**src/rtl/bcd_pkg.sv**
```systemverilog
// bcd_pkg -- shared BCD definitions for the sequential BCD multiplier.
//   bcd_digit_t : one packed BCD digit
//   BCD_MAX     : largest legal digit value (9)
//   BCD_CORR    : decimal-adjust correction added to a digit sum above 9
//   state_t     : FSM state type, with the state constants ST_IDLE/ST_MUL/ST_DONE
package bcd_pkg;

  typedef logic [3:0] bcd_digit_t;

  localparam bcd_digit_t BCD_MAX  = 4'd9;
  localparam bcd_digit_t BCD_CORR = 4'd6;

  typedef logic [1:0] state_t;

  localparam state_t ST_IDLE = 2'd0;
  localparam state_t ST_MUL  = 2'd1;
  localparam state_t ST_DONE = 2'd2;

endpackage

```
**src/rtl/bcd_digit_mult.sv**
```systemverilog
// bcd_digit_mult -- combinational A_DIGITS-digit x 1-digit BCD multiply.
// Ports:
//   a       in  4*A_DIGITS      multiplicand, packed BCD, LSD in [3:0]
//   digit   in  4               single BCD multiplier digit
//   product out 4*(A_DIGITS+1)  packed BCD partial product
module bcd_digit_mult
  import bcd_pkg::*;
#(
  parameter int unsigned A_DIGITS = 4
) (
  input  logic [4*A_DIGITS-1:0]     a,
  input  bcd_digit_t                digit,
  output logic [4*(A_DIGITS+1)-1:0] product
);

  // Per-digit a_i*d + carry is at most 81 + 8 = 89, so 7 bits suffice.
  logic [6:0] sum;
  logic [6:0] carry;

  always_comb begin
    product = '0;
    carry   = '0;
    sum     = '0;
    for (int unsigned i = 0; i < A_DIGITS; i++) begin
      sum = 7'(a[4*i +: 4]) * 7'(digit) + carry;
      product[4*i +: 4] = 4'(sum % 7'(BCD_MAX + 4'd1));
      carry = sum / 7'(BCD_MAX + 4'd1);
    end
    product[4*A_DIGITS +: 4] = 4'(carry);
  end

endmodule

```
**src/rtl/bcd_seq_multiplier.sv**
```systemverilog
// bcd_seq_multiplier -- sequential packed-BCD multiplier, one multiplier
// digit per clock, most significant digit first.
// Ports:
//   CLK     in   1                       clock, rising edge
//   RST     in   1                       synchronous active-high reset
//   START   in   1                       begin a multiplication (IDLE/DONE only)
//   NUM1    in   4*A_DIGITS              multiplicand, packed BCD
//   NUM2    in   4*B_DIGITS              multiplier, packed BCD
//   BUSY    out  1                       high while multiplying
//   DONE    out  1                       one-cycle result-valid pulse
//   PRODUCT out  4*(A_DIGITS+B_DIGITS)   registered packed BCD product
//   ERR     out  1                       invalid-digit flag, valid with DONE
// Build option: define BCD_INPUT_CHECK_EN to reject operands holding a
// nibble above 9 (PRODUCT=0, ERR=1); otherwise ERR is tied low.
module bcd_seq_multiplier
  import bcd_pkg::*;
#(
  parameter int unsigned A_DIGITS = 4,
  parameter int unsigned B_DIGITS = 2
) (
  input  logic                             CLK,
  input  logic                             RST,
  input  logic                             START,
  input  logic [4*A_DIGITS-1:0]            NUM1,
  input  logic [4*B_DIGITS-1:0]            NUM2,
  output logic                             BUSY,
  output logic                             DONE,
  output logic [4*(A_DIGITS+B_DIGITS)-1:0] PRODUCT,
  output logic                             ERR
);

  localparam int unsigned PW = 4 * (A_DIGITS + B_DIGITS);
  localparam int unsigned CW = (B_DIGITS > 1) ? $clog2(B_DIGITS) : 1;

  state_t                   state;
  logic [4*A_DIGITS-1:0]    num1_q;
  logic [4*B_DIGITS-1:0]    num2_q;
  logic [PW-1:0]            acc;
  logic [CW-1:0]            cnt;
  logic [PW-1:0]            product_q;

  bcd_digit_t               cur_digit;
  logic [4*(A_DIGITS+1)-1:0] partial;
  logic [PW-1:0]            shifted;
  logic [PW-1:0]            addend;
  logic [PW-1:0]            acc_next;
  logic [4:0]               dsum;
  logic                     dcarry;
  logic                     last;

  // cnt counts processed digits; digit cnt is taken from the MSD end.
  always_comb begin
    cur_digit = '0;
    for (int unsigned i = 0; i < B_DIGITS; i++) begin
      if (cnt == CW'(i)) begin
        cur_digit = num2_q[4*(B_DIGITS-1-i) +: 4];
      end
    end
  end

  bcd_digit_mult #(
    .A_DIGITS (A_DIGITS)
  ) u_digit_mult (
    .a       (num1_q),
    .digit   (cur_digit),
    .product (partial)
  );

  // acc*10 is a one-digit shift; the top digit is always zero here because
  // the full-width product never overflows.
  assign shifted = acc << 4;
  assign addend  = PW'(partial);

  // Digit-serial decimal add: binary add, then +6 and carry-out above 9.
  always_comb begin
    acc_next = '0;
    dcarry   = 1'b0;
    dsum     = '0;
    for (int unsigned i = 0; i < A_DIGITS + B_DIGITS; i++) begin
      dsum = 5'(shifted[4*i +: 4]) + 5'(addend[4*i +: 4]) + 5'(dcarry);
      if (dsum > 5'(BCD_MAX)) begin
        dsum   = dsum + 5'(BCD_CORR);
        dcarry = 1'b1;
      end else begin
        dcarry = 1'b0;
      end
      acc_next[4*i +: 4] = dsum[3:0];
    end
  end

  assign last = (cnt == CW'(B_DIGITS - 1));

`ifdef BCD_INPUT_CHECK_EN
  logic bad;
  logic err_q;

  always_comb begin
    bad = 1'b0;
    for (int unsigned i = 0; i < A_DIGITS; i++) begin
      if (num1_q[4*i +: 4] > BCD_MAX) bad = 1'b1;
    end
    for (int unsigned i = 0; i < B_DIGITS; i++) begin
      if (num2_q[4*i +: 4] > BCD_MAX) bad = 1'b1;
    end
  end
`endif

  always_ff @(posedge CLK) begin
    if (RST) begin
      state     <= ST_IDLE;
      num1_q    <= '0;
      num2_q    <= '0;
      acc       <= '0;
      cnt       <= '0;
      product_q <= '0;
`ifdef BCD_INPUT_CHECK_EN
      err_q     <= 1'b0;
`endif
    end else begin
      case (state)
        ST_IDLE, ST_DONE: begin
          if (START) begin
            num1_q <= NUM1;
            num2_q <= NUM2;
            acc    <= '0;
            cnt    <= '0;
            state  <= ST_MUL;
          end else begin
            state  <= ST_IDLE;
          end
        end
        ST_MUL: begin
`ifdef BCD_INPUT_CHECK_EN
          // Operands are checked from their registered copies, so a rejected
          // request spends its first MUL cycle here and then reports DONE.
          if (bad) begin
            product_q <= '0;
            err_q     <= 1'b1;
            state     <= ST_DONE;
          end else begin
            acc <= acc_next;
            cnt <= cnt + CW'(1);
            if (last) begin
              product_q <= acc_next;
              err_q     <= 1'b0;
              state     <= ST_DONE;
            end
          end
`else
          acc <= acc_next;
          cnt <= cnt + CW'(1);
          if (last) begin
            product_q <= acc_next;
            state     <= ST_DONE;
          end
`endif
        end
        default: state <= ST_IDLE;
      endcase
    end
  end

  assign BUSY    = (state == ST_MUL);
  assign DONE    = (state == ST_DONE);
  assign PRODUCT = product_q;
`ifdef BCD_INPUT_CHECK_EN
  assign ERR     = err_q;
`else
  assign ERR     = 1'b0;
`endif

endmodule
```
**config.mk**
```make
export PLATFORM = sky130hd
export DESIGN_NAME = bcd_seq_multiplier
export DESIGN_NICKNAME = d
export VERILOG_FILES = /design/src/rtl/bcd_pkg.sv /design/src/rtl/bcd_digit_mult.sv /design/src/rtl/bcd_seq_multiplier.sv
export SDC_FILE = /design/constraint.sdc
export NUM_CORES = 1
export LEC_CHECK = 0
export ABC_AREA = 1
export BUFFER_PORTS_ARGS = -buffer_cell sky130_fd_sc_hd__buf_2
export CAP_MARGIN = 10
export CORE_AREA = 2 2 130 132
export CTS_CLUSTER_DIAMETER = 200
export DETAILED_ROUTE_END_ITERATION = 10
export DIE_AREA = 0 0 132 134
export PLACE_DENSITY = 0.61
export SLEW_MARGIN = 20
export SYNTH_ARGS = -nofsm -noshare
export SYNTH_HDL_FRONTEND = slang
export SYNTH_SLANG_ARGS = --single-unit
export TNS_END_PERCENT = 1
```
**constraint.sdc**
```tcl
create_clock -name CLK -period 15.8 [get_ports CLK]
set_clock_uncertainty 0.05 [all_clocks]
set_input_delay 0.79 -clock CLK [delete_from_list [all_inputs] [get_ports CLK]]
set_output_delay 0.79 -clock CLK [all_outputs]
set_load 0.01 [all_outputs]
```
# Word-level counts from Yosys, hierarchy flattened
# Index checks and enable logic that the tools add are counted.
# totals
elab_cells	72
ff_bits	71
out_inout_bits	27
# classes
addsub	19
n_reduce_logical	6
n_mux	19
div	8
n_eq_ne	4
n_mul	4
order_cmp	6
# ops
cell	count
20-bit case mux with 2 select lines	1
7-bit by 4-bit divider with 7-bit output (second input constant)	4
7-bit by 4-bit modulo with 7-bit output (second input constant)	4
4-bit by 4-bit multiplier with 7-bit output	4
4-bit two-way mux	7
5-bit by 4-bit > comparator with 1-bit output (second input constant)	5
4-bit by 3-bit adder with 4-bit output (second input constant)	6
7-bit adder	3
4-bit by 4-bit adder with 5-bit output	4
5-bit by 1-bit adder with 5-bit output	4
20-bit two-way mux	1
1-bit two-way mux	7
2-bit AND reduction	3
4-bit by 1-bit adder with 5-bit output	1
4-bit > comparator (second input constant)	1
2-bit case mux with 2 select lines	1
2-bit by 1-bit equality test with 1-bit output (second input constant)	1
2-bit equality test (second input constant)	1
2-bit zero test	1
2-bit two-way mux	1
2-bit by 1-bit inequality test with 1-bit output (second input constant)	1
2-bit inequality test (second input constant)	1
1-bit case mux with 2 select lines	1
2-bit nonzero test	1
2 further kinds	2

# Logic depth before layout (Yosys ltp)
# logic_depth
word_depth	21
ltp_mapped	140

# By module
# A second synthesis with hierarchy kept.
# hier_totals
hier_cells	1150
area_unflattened_um2	7480.9
# modules_own_cells
mod	seq_area_each_um2	instances	cells_per_inst	area_per_inst_um2
bcd_seq_multiplier	1421.4	1	530	3872.5
bcd_digit_mult	0.0	1	620	3608.5

# Worst setup path after synthesis
# OpenSTA, ideal clock, no wires.
# synth_timing
path_kind	flip-flop to flip-flop
startpoint	register cnt
endpoint	register product_q[22], in the netlist PRODUCT[22]
path_buffers	1
path_slack_ns	-1.521
t_required_ns	15.692
stages_incl_launch_ff	132
arrival_time_ns	17.213
setup_ns	0.058
synth_period_minus_slack_ns	17.321
path_cell_list	dfxtp_1 -> inv_2 -> or2_2 -> o21ai_0 -> clkbuf_1 -> nor2_1 -> fa_1 -> fa_1 -> fa_1 -> a21oi_1 -> nand3_2 -> nand2_2 -> nand3_2 -> nand3_2 -> nand2_2 -> nand3_1 -> nand3_2 -> nand2_1 -> (+96 left out) -> inv_1 -> fa_1 -> ha_1 -> nand2_1 -> nand2_1 -> o311ai_0 -> o211ai_1 -> ha_1 -> ha_1 -> xor2_1 -> inv_1 -> ha_1 -> nor2_1 -> nand2_1 -> nand2_1 -> inv_1 -> nor2_1 -> o221a_2
# synth_via
elab_chain_cells	21
elab_cells_between_ends	39
cone_classes	add/sub (13); mul (4); div (8); order compare (6); mux (7); reduce/logical (1)
# synth_rtl
item	line_no	rtl
from (decl)	bcd_seq_multiplier.sv:39	logic [CW-1:0] cnt;
from (signal assigned)	bcd_seq_multiplier.sv:151	cnt <= cnt + CW'(1);
parallel branches: the longest is 21 deep, another holds 4-bit by 4-bit multiplier with 7-bit output	-	
to (signal assigned)	bcd_seq_multiplier.sv:153	product_q <= acc_next;
to (decl)	bcd_seq_multiplier.sv:40	logic [PW-1:0] product_q;
# Parallel ways; which one is timed is not known.
# A chain may end at the register's enable or synchronous reset.

# Final worst setup path
# layout_timing
startpoint	register cnt
endpoint	register product_q[23], in the netlist PRODUCT[23]
# Same word-level chain as after synthesis.

==> run_results.csv <==
group,metric,value,unit
run_status,result_of_the_run,"complete, but fails checks",
run_status,violations,"negative setup slack",
die,effective_utilization_at_floorplan,42.21,%
worst_setup_path,crit-reg2reg-launch,"cnt",
worst_setup_path,required,16030,ps
pwr,design_power_total,2.096,mW
place,port_buffers,52,
logic_synthesis,area_share_of_the_largest_cell_type_after_synthesis,20.67,%
cts,clk-insertion-delay-late,350,ps
grt,grt_first_pass_wirelength,30860,um
sta,timing.final.ws_setup,-671.3,ps
place,dpl-instance-area,8466,sq um
die,die_w,132,um
logic_synthesis,cell_types_occupying_the_most_area_after_synthesis,"sky130_fd_sc_hd__dfxtp_1, sky130_fd_sc_hd__ha_1, sky130_fd_sc_hd__nand2_1",
logic_synthesis,yosysWarningCount,0,
worst_setup_path,crit_path_capture_type,"register",
sta,layout_min_cycle_time,16470,ps
routing,dr_total_vias,6630,
cts,cts_tree,"done",
place,gp_congestion,0.8017,
pwr,net-switching-power,0.9697,mW
sta,fin_crit_share,104.2,%
worst_setup_path,peak_per_stage_delay_on_the_critical_path,550,ps
worst_setup_path,crit_path_frequent_cell,"sky130_fd_sc_hd__nand2_2",
logic_synthesis,synthDominantAreaCellType,"sky130_fd_sc_hd__dfxtp_1",
cts,clk_pin_slew_worst_paths,60,ps
cts,ctsLongestPathBuffers,2,
cts,root_buffer,"sky130_fd_sc_hd__clkbuf_16",
die,die_y,134,um
run,cap_violations,0,
cts,cts-htree-levels,3,
final_layout,diodes,0,
logic_synthesis,synth_seq_cells,71,
grt,globalRoute.totalOverflow,0,
pwr,clock_power_share,11.2,%
logic_synthesis,ys_top_cells_by_count,"sky130_fd_sc_hd__nand2_1, sky130_fd_sc_hd__inv_1, sky130_fd_sc_hd__ha_1",
place,dp.final_hpwl,13390,um
die,core_area,16290,sq um
logic_synthesis,post_synth_inst_count,926,
sta,timing_worst_slew_pin_value,677.0,ps
logic_synthesis,synth_edf_count,0,
die,core.rowCount,47,
routing,drcViolationCount,0,
worst_setup_path,timing_worst_setup_path_type,"reg2reg",
worst_setup_path,timing.critical_path.buf_inv,24,
worst_hold_path,worstHoldStart,"acc[0]",
logic_synthesis,post_synth_num_cell_types,46,
sta,hold_viol,0,
logic_synthesis,synth-seq-area-share,20.67,%
logic_synthesis,cell_with_the_most_instances_after_synthesis,"sky130_fd_sc_hd__nand2_1",
worst_setup_path,worst_r2r_endpoint,"PRODUCT[23]",
final_layout,final_net_count,1285,
pwr,power.internal,1.126,mW
worst_setup_path,data_arrival_at_the_endpoint_of_the_critical_path,16700,ps
worst_setup_path,critical_path.startpoint_type,"register",
sta,fin_tns_setup,-2025,ps
sta,timing.fmax,60.71,MHz
worst_hold_path,min_path_type,"reg2reg",
routing,route.detailed.vias_per_inst,4.832,
final_layout,stdcell_area,9662,sq um
pwr,sw_frac_of_total,46.28,%
logic_synthesis,post_synthesis_cell_area,6875,sq um
pwr,ir_drop,0.2832,mV
routing,detailedRoute.firstIterationViolations,240,
pwr,powerDensity,216.9,nW/um^2
final_layout,area_delta_synth_final,40.53,%
grt,pin_count_of_the_biggest_net_entering_global_routing,46,
die,die_area,17690,sq um
sta,rsz0062_at_grt,"true",
place,post-place-ws,-721.7,ps
grt,antenna_violations_before_repair,0,
logic_synthesis,dominantRegCellSynth,"sky130_fd_sc_hd__dfxtp_1",
logic_synthesis,synth.avg_cell_area,7.425,sq um
worst_hold_path,whs_endpoint,"acc[0]",
grt,track_usage,21.25,%
routing,detail-route-antenna-nets,0,
pwr,pwr-share-seq,10.2,%
sta,report.final.setup_viol,4,
logic_synthesis,syn-num-nets,1064,
pwr,comb_power_share,78.6,%
routing,drt-wirelength-per-cell,13.40,um
routing,wl,18380,um
worst_setup_path,cp_top_family,"adder cells",
worst_hold_path,hold-path-cell-count,2,
final_layout,fraction_of_final_layout_cells_with_drive_strength_greater_than_1,38.72,%
logic_synthesis,asyncSetResetFlopFracSynth,0,%
sta,finalMaxSlewViolations,0,
die,design.portCount,54,
cts,numCtsBuffers,9,
pwr,cell_leakage_power,4.891,nW
cts,cts_hold_repair.buffers,0,
cts,cts.sink_count,71,
grt,first_global_vias,6512,
worst_setup_path,rrSetupSlack,-670,ps
routing,detailedRoute.firstPassIterationCount,5,
sta,slew-limit-headroom,54.82,%
worst_setup_path,critical_path.slowest_cell,"sky130_fd_sc_hd__fa_1",
worst_setup_path,reg2regPathDepth,120,
sta,whs,419.9,ps
worst_setup_path,crit_path_max_fanout,4,
-- cells by family after synthesis --
group / share of synthesized area, %
other: 0.05454
XOR/XNOR: 5.787
AO/OA/AOI/OAI: 13.54
flip-flops: 20.67
adder cells (fa/ha/maj): 23.48
buffers and inverters: 8.371
AND/OR/NAND/NOR: 28.10
-- worst register-to-register path, delay by kind of cell, from the launching register on --
family	cells	cell delay, ps
buf+inv	24	2210
xor+xnor	5	890
compound gates	20	2900
flops	1	370
fa+ha+maj	22	5910
simple gates	49	4100
-- flip-flops by register name, summed over array words and instances (netlist names) --
register,count
state,2
num1_q,16
PRODUCT,24
cnt,1
acc,20
num2_q,8
-- what timing repair did --
| item | 4_1_cts | 5_1_grt |
|---|---|---|
| endpoints found under the hold margin | 0 | 0 |
| gates resized for setup | 46 | 45 |
| pin swaps | 78 | 76 |
| setup endpoints to repair | 7 | 10 |
| gates cloned | 0 | 0 |
| buffers inserted | 49 | 15 |
-- cell type report --
cell class / count / area [sq um]
clock buffers: 9 / 225.2
inverters: 127 / 491.7
clock inverters: 7 / 102.6
well taps: 220 / 275.3
multi-input cells: 705 / 5503
fillers: 1474 / 6628
repair buffers: 233 / 1639
flip-flops and latches: 71 / 1425
-- metrics by stage --
| stage | instances | utilization (%) |
|---|---|---|
| 2_1_floorplan | 926 | - |
| 3_3_place_gp | 1292 | 51.97 |
| 3_5_place_dp | 1292 | 51.97 |
| 4_1_cts | 1357 | 57.49 |
| 5_1_grt | 1372 | 59.31 |
| 6_report | 1372 | 59.31 |
-- placed cells by master, fill, tap and decap left out, types with 19 or more instances in the layout --
cell                        n
sky130_fd_sc_hd__dfxtp_1   70
sky130_fd_sc_hd__o21ai_0   54
sky130_fd_sc_hd__a21oi_1   60
sky130_fd_sc_hd__ha_1      62
sky130_fd_sc_hd__nor2_1    63
sky130_fd_sc_hd__nand2_4   22
sky130_fd_sc_hd__buf_4    178
sky130_fd_sc_hd__buf_2     52
sky130_fd_sc_hd__inv_2     19
sky130_fd_sc_hd__nand2_2   42
sky130_fd_sc_hd__fa_1      23
sky130_fd_sc_hd__inv_1    103
sky130_fd_sc_hd__nand3_1   51
sky130_fd_sc_hd__xor2_1    28
sky130_fd_sc_hd__nand2_1  154
-- worst max path at each step --
| stage | endpoint | start | depth (start not counted) |
|---|---|---|---|
| 3_3_place_gp | PRODUCT[22] | cnt | 131 |
| 5_1_grt | PRODUCT[22] | cnt | 132 |
| 2_1_floorplan | PRODUCT[22] | cnt | 134 |
| 4_1_cts | PRODUCT[22] | cnt | 134 |
| 6_report | PRODUCT[23] | cnt | 120 |
| 3_5_place_dp | PRODUCT[22] | cnt | 133 |
-- power by group through the flow --
stage	sequential, mW	combinational [mW]	clock, mW
floorplan	0.218	0.910	0
global placement	0.218	1.35	0
detailed placement	0.218	1.37	0
CTS	0.215	1.56	0.238
global route	0.217	1.84	0.243
finish	0.215	1.65	0.234
-- routing by layer --
layer	wire length (um)	track usage (%)	up-vias
met5	0	0	-
met4	252	4.589	0
met3	625	3.515	21
met2	8828	36.63	114
met1	8672	28.06	3042
li1	-	-	3453
Power figures use the tool's default switching activity.
